### config.mk
export PLATFORM = sky130hd
export DESIGN_NAME = pci_io_target_seq
export DESIGN_NICKNAME = d
export VERILOG_FILES = /design/src/rtl/pci_pkg.sv /design/src/rtl/pci_par_gen.sv /design/src/rtl/pci_io_target_seq.sv
export SDC_FILE = /design/constraint.sdc
export NUM_CORES = 1
export LEC_CHECK = 0
export ABC_AREA = 0
export CORE_UTILIZATION = 47
export DETAILED_ROUTE_END_ITERATION = 10
export HOLD_SLACK_MARGIN = 0.15
export PLACE_DENSITY = 0.86
export SKIP_LAST_GASP = 1
export SLEW_MARGIN = 20
export SYNTH_ARGS = -nofsm -noshare
export SYNTH_HDL_FRONTEND = slang
export SYNTH_SLANG_ARGS = --single-unit
### constraint.sdc
create_clock -name clk -period 3.1 [get_ports clk]
set_input_delay 0.465 -clock clk [delete_from_list [all_inputs] [get_ports clk]]
set_output_delay 0.465 -clock clk [all_outputs]
set_load 0.1 [all_outputs]
### src/rtl/pci_pkg.sv
`default_nettype none
// ---------------------------------------------------------------------------
// pci_pkg -- PCI I/O target command codes, FSM states, active-low levels. Rev 1.0
// ---------------------------------------------------------------------------
package pci_pkg;

  localparam logic [3:0] CMD_IORD = 4'b0010;
  localparam logic [3:0] CMD_IOWR = 4'b0011;

  localparam logic OE_ON    = 1'b0;
  localparam logic OE_OFF   = 1'b1;
  localparam logic ASSERT_N = 1'b0;
  localparam logic IDLE_N   = 1'b1;

  typedef enum logic [2:0] {
    ST_IDLE  = 3'd0,
    ST_BUSY  = 3'd1,
    ST_WAIT  = 3'd2,
    ST_RDLAT = 3'd3,
    ST_XFER  = 3'd4,
    ST_STOPW = 3'd5,
    ST_TURN  = 3'd6
  } state_t;

  function automatic logic is_io_cmd(input logic [3:0] cmd);
    return (cmd == CMD_IORD) || (cmd == CMD_IOWR);
  endfunction

endpackage
`default_nettype wire

### src/rtl/pci_par_gen.sv
`default_nettype none
// ---------------------------------------------------------------------------
// pci_par_gen -- even parity over AD/CBE plus its output enable, one cycle late. Rev 1.0
// ---------------------------------------------------------------------------
module pci_par_gen
  import pci_pkg::*;
(
  input  logic        clk,
  input  logic        rst_n,
  input  logic [31:0] ad,
  input  logic [3:0]  cbe,
  input  logic        oe_ad_n,
  output logic        par,
  output logic        oe_par_n
);

  always_ff @(posedge clk or negedge rst_n) begin
    if (!rst_n) begin
      par      <= 1'b0;
      oe_par_n <= OE_OFF;
    end else begin
      par      <= ^{ad, cbe};
      oe_par_n <= oe_ad_n;
    end
  end

endmodule
`default_nettype wire

### src/rtl/pci_io_target_seq.sv
`default_nettype none
// ---------------------------------------------------------------------------
// pci_io_target_seq -- single-data-phase PCI I/O target with a register-bus side. Rev 1.0
// ---------------------------------------------------------------------------
module pci_io_target_seq
  import pci_pkg::*;
#(
  parameter logic [31:0] BASE_ADDR   = 32'h0000_0200,
  parameter int          ADDR_BITS   = 4,
  parameter int          WAIT_STATES = 0
) (
  input  logic                 clk,
  input  logic                 rst_n,
  input  logic                 frame_i_n,
  input  logic                 irdy_i_n,
  input  logic [31:0]          ad_i,
  input  logic [3:0]           cbe_i,
  output logic [31:0]          ad_o,
  output logic [3:0]           oe_ad_n,
  output logic                 par_o,
  output logic                 oe_par_n,
  output logic                 devsel_o_n,
  output logic                 oe_devsel_n,
  output logic                 trdy_o_n,
  output logic                 oe_trdy_n,
  output logic                 stop_o_n,
  output logic                 oe_stop_n,
  output logic [ADDR_BITS-3:0] reg_addr,
  output logic [3:0]           reg_be,
  output logic                 reg_we,
  output logic [31:0]          reg_wdata,
  output logic                 reg_re,
  input  logic [31:0]          reg_rdata
);

  localparam bit         HAS_WAIT  = (WAIT_STATES > 0);
  localparam logic [2:0] WAIT_INIT = HAS_WAIT ? 3'(WAIT_STATES - 1) : 3'd0;

  state_t               state, state_nx;
  logic [2:0]           wait_cnt, cnt_nx;
  logic                 is_rd, rd_nx;
  logic                 oe_ctl_n, oe_ctl_nx;
  logic                 oe_ad_q, oe_ad_nx;
  logic                 devsel_nx, trdy_nx, stop_nx, we_nx, re_nx;
  logic [31:0]          ad_nx, wdata_nx;
  logic [3:0]           be_nx;
  logic [ADDR_BITS-3:0] addr_nx;
  logic                 hit;

  assign hit = (ad_i[31:ADDR_BITS] == BASE_ADDR[31:ADDR_BITS]) && is_io_cmd(cbe_i);

  always_comb begin
    state_nx  = state;
    cnt_nx    = wait_cnt;
    rd_nx     = is_rd;
    oe_ctl_nx = oe_ctl_n;
    oe_ad_nx  = oe_ad_q;
    devsel_nx = devsel_o_n;
    trdy_nx   = trdy_o_n;
    stop_nx   = stop_o_n;
    ad_nx     = ad_o;
    addr_nx   = reg_addr;
    wdata_nx  = reg_wdata;
    be_nx     = reg_be;
    we_nx     = 1'b0;
    re_nx     = 1'b0;
    case (state)
      ST_IDLE: begin
        // FRAME# low while IRDY# still low is the tail of someone else's transaction
        if (!frame_i_n) begin
          if (irdy_i_n && hit) begin
            devsel_nx = ASSERT_N;
            oe_ctl_nx = OE_ON;
            addr_nx   = ad_i[ADDR_BITS-1:2];
            rd_nx     = (cbe_i == CMD_IORD);
            if (cbe_i == CMD_IORD) begin
              re_nx    = 1'b1;
              state_nx = ST_RDLAT;
            end else if (HAS_WAIT) begin
              cnt_nx   = WAIT_INIT;
              state_nx = ST_WAIT;
            end else begin
              trdy_nx  = ASSERT_N;
              stop_nx  = frame_i_n;
              state_nx = ST_XFER;
            end
          end else begin
            state_nx = ST_BUSY;
          end
        end
      end
      ST_BUSY: begin
        if (frame_i_n && irdy_i_n) state_nx = ST_IDLE;
      end
      ST_RDLAT: begin
        ad_nx    = reg_rdata;
        oe_ad_nx = OE_ON;
        if (HAS_WAIT) begin
          cnt_nx   = WAIT_INIT;
          state_nx = ST_WAIT;
        end else begin
          trdy_nx  = ASSERT_N;
          stop_nx  = frame_i_n;
          state_nx = ST_XFER;
        end
      end
      ST_WAIT: begin
        if (wait_cnt == 3'd0) begin
          trdy_nx  = ASSERT_N;
          stop_nx  = frame_i_n;
          state_nx = ST_XFER;
        end else begin
          cnt_nx = wait_cnt - 3'd1;
        end
      end
      ST_XFER: begin
        if (!irdy_i_n) begin
          if (!is_rd) begin
            we_nx    = 1'b1;
            wdata_nx = ad_i;
            be_nx    = ~cbe_i;
          end
          if (frame_i_n) begin
            devsel_nx = IDLE_N;
            trdy_nx   = IDLE_N;
            stop_nx   = IDLE_N;
            oe_ad_nx  = OE_OFF;
            state_nx  = ST_TURN;
          end else begin
            trdy_nx  = IDLE_N;
            stop_nx  = ASSERT_N;
            state_nx = ST_STOPW;
          end
        end
      end
      ST_STOPW: begin
        if (frame_i_n) begin
          devsel_nx = IDLE_N;
          trdy_nx   = IDLE_N;
          stop_nx   = IDLE_N;
          oe_ad_nx  = OE_OFF;
          state_nx  = ST_TURN;
        end
      end
      ST_TURN: begin
        oe_ctl_nx = OE_OFF;
        oe_ad_nx  = OE_OFF;
        state_nx  = ST_IDLE;
      end
      default: state_nx = ST_IDLE;
    endcase
  end

  always_ff @(posedge clk or negedge rst_n) begin
    if (!rst_n) begin
      state      <= ST_IDLE;
      wait_cnt   <= 3'd0;
      is_rd      <= 1'b0;
      oe_ctl_n   <= OE_OFF;
      oe_ad_q    <= OE_OFF;
      devsel_o_n <= IDLE_N;
      trdy_o_n   <= IDLE_N;
      stop_o_n   <= IDLE_N;
      ad_o       <= 32'd0;
      reg_addr   <= '0;
      reg_wdata  <= 32'd0;
      reg_be     <= 4'd0;
      reg_we     <= 1'b0;
      reg_re     <= 1'b0;
    end else begin
      state      <= state_nx;
      wait_cnt   <= cnt_nx;
      is_rd      <= rd_nx;
      oe_ctl_n   <= oe_ctl_nx;
      oe_ad_q    <= oe_ad_nx;
      devsel_o_n <= devsel_nx;
      trdy_o_n   <= trdy_nx;
      stop_o_n   <= stop_nx;
      ad_o       <= ad_nx;
      reg_addr   <= addr_nx;
      reg_wdata  <= wdata_nx;
      reg_be     <= be_nx;
      reg_we     <= we_nx;
      reg_re     <= re_nx;
    end
  end

  assign oe_devsel_n = oe_ctl_n;
  assign oe_trdy_n   = oe_ctl_n;
  assign oe_stop_n   = oe_ctl_n;
  assign oe_ad_n     = {4{oe_ad_q}};

  pci_par_gen u_par_gen (
    .clk      (clk),
    .rst_n    (rst_n),
    .ad       (ad_o),
    .cbe      (cbe_i),
    .oe_ad_n  (oe_ad_q),
    .par      (par_o),
    .oe_par_n (oe_par_n)
  );

endmodule
`default_nettype wire
After elaboration in Yosys (flattened, before gate mapping)
Cells that the tools add are included.
W data, S select, Z words.
{"block": "totals", "wordCells": 93, "regBits": 86, "latch_bits": 0, "n_memories": 0, "input_bits": 72, "ram_bits": 0, "mem_bits_ro": 0}
{"block": "classes", "n_mux": 36, "shift": 0, "div": 0, "n_lt_le_gt_ge": 0, "n_mul": 0, "reduce_logical": 19, "eq_ne": 16, "add_sub_neg": 1, "bitwise_logic": 5}
{"operator": "$reduce_xor A36 Y1", "n": 1}
{"operator": "$eq A28 B6 Y1 const B", "n": 1}
{"operator": "$mux W1", "n": 22}
{"operator": "$mux W3", "n": 7}
{"operator": "$pmux W3 S6", "n": 1}
{"operator": "$ne A2 B2 Y1 const B", "n": 7}
{"operator": "$pmux W1 S5", "n": 2}
{"operator": "$eq A3 B3 Y1 const B", "n": 3}
{"operator": "$reduce_and A3 Y1", "n": 3}
{"operator": "$eq A4 B2 Y1 const B", "n": 2}
{"operator": "$reduce_and A7 Y1", "n": 1}
{"operator": "$eq A3 B2 Y1 const B", "n": 2}
{"operator": "$logic_not A3 Y1", "n": 2}
{"operator": "$reduce_and A5 Y1", "n": 1}
{"operator": "$reduce_bool A5 Y1", "n": 1}
{"operator": "$not A1 Y1", "n": 4}
{"operator": "$not A4 Y4", "n": 1}
{"operator": "$pmux W1 S4", "n": 1}
{"operator": "$reduce_and A2 Y1", "n": 2}
{"operator": "$reduce_and A4 Y1", "n": 1}
{"operator": "$reduce_bool A4 Y1", "n": 1}
{"operator": "$eq A3 B1 Y1 const B", "n": 1}
{"operator": "$logic_and A1 B1 Y1", "n": 3}
{"operator": "$pmux W1 S3", "n": 1}
{"operator": "6 further kinds", "n": 6}

Longest topological paths before layout
{"block": "logic_depth", "ltp_word": 7, "mapped_depth": 8}

Hierarchy
Synthesis repeated with hierarchy kept, for this count alone.
{"block": "unflattened", "hier_cells": 350, "hier_area_um2": 3824.9}
{"mod": "pci_io_target_seq", "cells_per_inst": 314, "n_inst": 1, "seq_area_each_um2": 2108.3, "area_per_inst_um2": 3462.1}
{"mod": "pci_par_gen", "cells_per_inst": 36, "n_inst": 1, "seq_area_each_um2": 51.3, "area_per_inst_um2": 362.8}

Worst setup path before layout
No wires, ideal clock.
{"block": "synth_path", "path_type": "register -> register", "startpoint": "reg ad_o[13]", "endpoint": "reg u_par_gen.par", "arrival_ps": 1980, "required_time_ps": 2975, "path_stages_with_launch": 6, "path_slack_ps": 995, "path_cell_list": "dfrtp_1 xnor2_1 xnor2_1 xnor2_1 xnor3_1 xnor2_1"}
{"block": "synth_between", "elab_chain_len": 1}
{"element": "start, declared", "line_no": "pci_io_target_seq.sv:18", "text": "output logic [31:0] ad_o,"}
{"element": "start signal, assigned", "line_no": "pci_io_target_seq.sv:179", "text": "ad_o <= ad_nx;"}
{"element": "$reduce_xor A36 Y1", "line_no": "pci_par_gen.sv:22", "text": "par <= ^{ad, cbe};"}
{"element": "end signal, assigned", "line_no": "pci_par_gen.sv:22"}
{"element": "end, declared", "line_no": "pci_par_gen.sv:13", "text": "output logic par,"}
Every way passes these cells.
A chain may end at the register's enable or synchronous reset.

Final worst setup path
{"block": "layout_path", "startpoint": "in ad_i[23]", "endpoint": "reg reg_addr[0]"}
{"block": "layout_between", "elab_chain_len": 4}
{"element": "start, declared", "line_no": "pci_io_target_seq.sv:16", "text": "input logic [31:0] ad_i,"}
{"element": "$eq A28 B6 Y1", "line_no": "pci_io_target_seq.sv:50", "text": "assign hit = (ad_i[31:ADDR_BITS] == BASE_ADDR[31:ADDR_BITS]) && is_io_cmd(cbe_i);"}
{"element": "$logic_and A1 B1 Y1", "line_no": "pci_io_target_seq.sv:50"}
{"element": "$logic_and A1 B1 Y1", "line_no": "pci_io_target_seq.sv:71", "text": "if (irdy_i_n && hit) begin"}
{"element": "$reduce_and A3 Y1 (no line)"}
{"element": "end signal, assigned", "line_no": "pci_io_target_seq.sv:180", "text": "reg_addr <= addr_nx;"}
{"element": "end, declared", "line_no": "pci_io_target_seq.sv:28", "text": "output logic [ADDR_BITS-3:0] reg_addr,"}
Every way passes these cells.

==> out/results.txt <==
Slew @ Worst Pin - 0.757 ns
GP Congestion - 0.783
Final std cells w/o fill - 546
Critical-path cell list - clkdlybuf4s50_1 -> nor4_1 -> nand4_1 -> nor4_2 -> and2_4 -> mux2_4
Layout area overhead - 41.5%
Die height - 92.5 um
Mean post-synth cell area - 13.4 um2
Top delay family on crit path - simple AND/OR/NAND/NOR gates
Row count - 32
CTS Buffer Depth - 2
RSZ-0062 raised after global routing - false
Setup Fix Bufs, Post-CTS - 0
Min cycle time layout - 2.31 ns
# resized after CTS - 0
DRT iter0 DRCs - 94
Final wirelength - 8350 um
Clock-pin slew on the worst setup and hold paths - 0.08 ns
Grt total ovfl - 0
Initial core utilization - 49.3%
DRC - 0
Synth top area share - 52.0%
CP Capture Type - register
# clock sinks - 86
First-pass GRT wire length - 13700 um
Pins Over Slew Limit - 0
Synth Warn # - 0
CP Class - primary input to register
Critical path data required time - 3.34 ns
H-tree lvl count - 3
Status - completed
Total of max-cap violations - 0
CP peak stage delay - 0.44 ns
FF+latch count, synth - 86
CP max FO - 4
Clk_lat worst skew - 0.36 ns
I/O Buffers - 155
Net count, final - 516
Core area - 0.00781 mm2
Period utilization - 74.6%
Final ANT Viol Nets - 0
Vias in the first global route - 2849
Number of hold violations in the final report - 0
Drt pass-1 iters - 4
Global Route Usage Sum - 20.8%
Compound-cell area share of the yosys netlist - 3.74%
Width of the die - 92.5 um
Post-Syn Instances - 288
CTS tree - yes
Max-slew headroom - 49.5%
WP buf/inv - 1
WP data arrival - 2.55 ns
Critical Path Start Type - primary input
Dpl cells - 530
Setup TNS - 0 ns
Sequential share of the synthesized area - 56.1%
Highest Clock Rate - 0.432 GHz
Synth Cell Area - 0.00385 mm2
Area leader, netlist - dfrtp_1
Synth Area in XOR/XNOR - 7.86%
FF-to-FF path depth - 4
HPWL Detailed - 6250 um
Critical Path Stages - 6
Largest family of logic cells by synthesized area - multiplexers
Total number of vias - 2741
Routed length per instance - 15.3 um
Synth Area in Simple Gates - 6.24%
Post-synthesis mux area share - 20.4%
Largest net degree at the start of global routing - 87
Netlist cell types - 41
Max Clock Skew - 0.0132 ns
Ant. Diodes - 0
Root Buffer - clkbuf_8
Total die area - 0.00856 mm2
Mapped Nets - 365
I/O pins - 156
Post-Synth Adder-Cell Area - 1.62%
Hold_ws - 0.141 ns
CTS Buf Count - 9
Antenna violations before repair - 0
Hold-fix buffers at CTS - 0
Vias/cell - 5.02
Layout cells sized above 1 - 40.5%
Setup violators final - 0
Synth area leaders - dfrtp_1 (52%), mux2_2 (18%), xnor2_1 (6.6%), dfstp_2 (4.1%), ha_1 (1.6%)
CP max stage cell - clkdlybuf4s50_1
Min-Delay Path Class - primary input to asynchronous set/reset pin
registers in the layout, summed over array words and instances (netlist names), 2 cells and up:
| signal | cells |
|---|---|
| ad_o | 32 |
| reg_addr | 2 |
| reg_be | 4 |
| reg_wdata | 32 |
| state | 3 |
| wait_cnt | 3 |
synthesized netlist by cell type, drive strengths merged:
master  number
xnor2       29
and2         2
nand2       16
a31oi        1
mux2        68
dfstp        6
a21oi        4
o22ai        2
nor4b        3
o21ai       11
nor2         3
buf         14
a32o         1
nand2b       2
mux2i        1
xnor3        1
clkbuf       3
nand4        1
nand3        1
a211oi       1
o211ai       1
o41ai        1
and3         1
or3          3
nor3         2
nor2b        2
inv         14
nor4         5
a221oi       1
xor2         3
dfrtp       80
ha           5
final cells by class:
class,count,area [um2]
repair buffers,157,1360
fillers,579,2360
multi-input cells,171,1540
flip-flops and latches,86,2160
well taps,102,128
clock buffers,11,131
clock inverters,5,83.8
inverters,14,52.6
stage by stage:
stage / utilization [%] / cell area, um2 / setup slack [ns]
after floorplan: - / 3850 / 0.995
after global placement: 67.0 / 5230 / 0.486
after detailed placement: 67.0 / 5230 / 0.441
after CTS: 69.7 / 5450 / 0.802
after global routing: 69.8 / 5450 / 0.706
final: 69.8 / 5450 / 0.787
cells in the final DEF, fill, tap and decap left out, types with 2 or more instances in the layout:
| cell | count |
|---|---|
| buf_4 | 86 |
| dfrtp_1 | 80 |
| clkdlybuf4s50_1 | 70 |
| mux2_2 | 62 |
| xnor2_1 | 29 |
| nand2_1 | 16 |
| inv_1 | 13 |
| o21ai_0 | 11 |
| clkbuf_8 | 9 |
| dfstp_2 | 6 |
| ha_1 | 5 |
| nor4_1 | 4 |
| a21oi_1 | 4 |
| xor2_1 | 3 |
| nor2_1 | 3 |
| mux2_4 | 3 |
| mux2_1 | 3 |
| or3_1 | 2 |
| nor4b_2 | 2 |
| nand2b_1 | 2 |
| nor3_1 | 2 |
| o22ai_1 | 2 |
| nor2b_1 | 2 |
| bufinv_16 | 2 |
| clkbuf_1 | 2 |
| clkinvlp_4 | 2 |
worst reg2reg max path: cells and delay by family (launching register included):
kind / cells / cell delay (ns)
simple gates: 3 / 1.08
flops: 1 / 0.51
mux: 1 / 0.30
cell families (layout without fill, tap and decap cells):
family                     after synthesis  count (layout)
DFF                                     86              86
xor gates and xnor gates                33              33
buffers and inverters                   31             187
and+or+nand+nor                         41              41
AOI/OAI and AO/OA                       23              23
adders and majority gates                5               5
muxes                                   69              69
path summary, 6_finish.rpt:
| path | startpoint | endpoint | slack [ns] |
|---|---|---|---|
| max | ad_i[23] | reg_addr[0] | 0.79 |
| min | rst_n | ad_o[26] | 0.14 |
| max reg2reg | state[0] | reg_addr[0] | 1.10 |
| min reg2reg | oe_ad_q | u_par_gen.oe_par_n | 0.41 |
| max in group asynchronous | rst_n | reg_wdata[3] | 2.43 |
| min in group clk | oe_ad_q | u_par_gen.oe_par_n | 0.41 |
per-layer routing:
layer | up-vias | part of all wire [%] | GRT usage [%]
met4 | 0 | 2.3 | 8.46
met2 | 114 | 50 | 34.4
met1 | 1320 | 39 | 25.1
li1 | 1290 | - | -
met3 | 17 | 8.2 | 6.65
met5 | - | 0 | 0
Power is left out: the tool's default activity adds up to more than one toggle a clock period on the data nets, which glitch-free logic cannot reach.
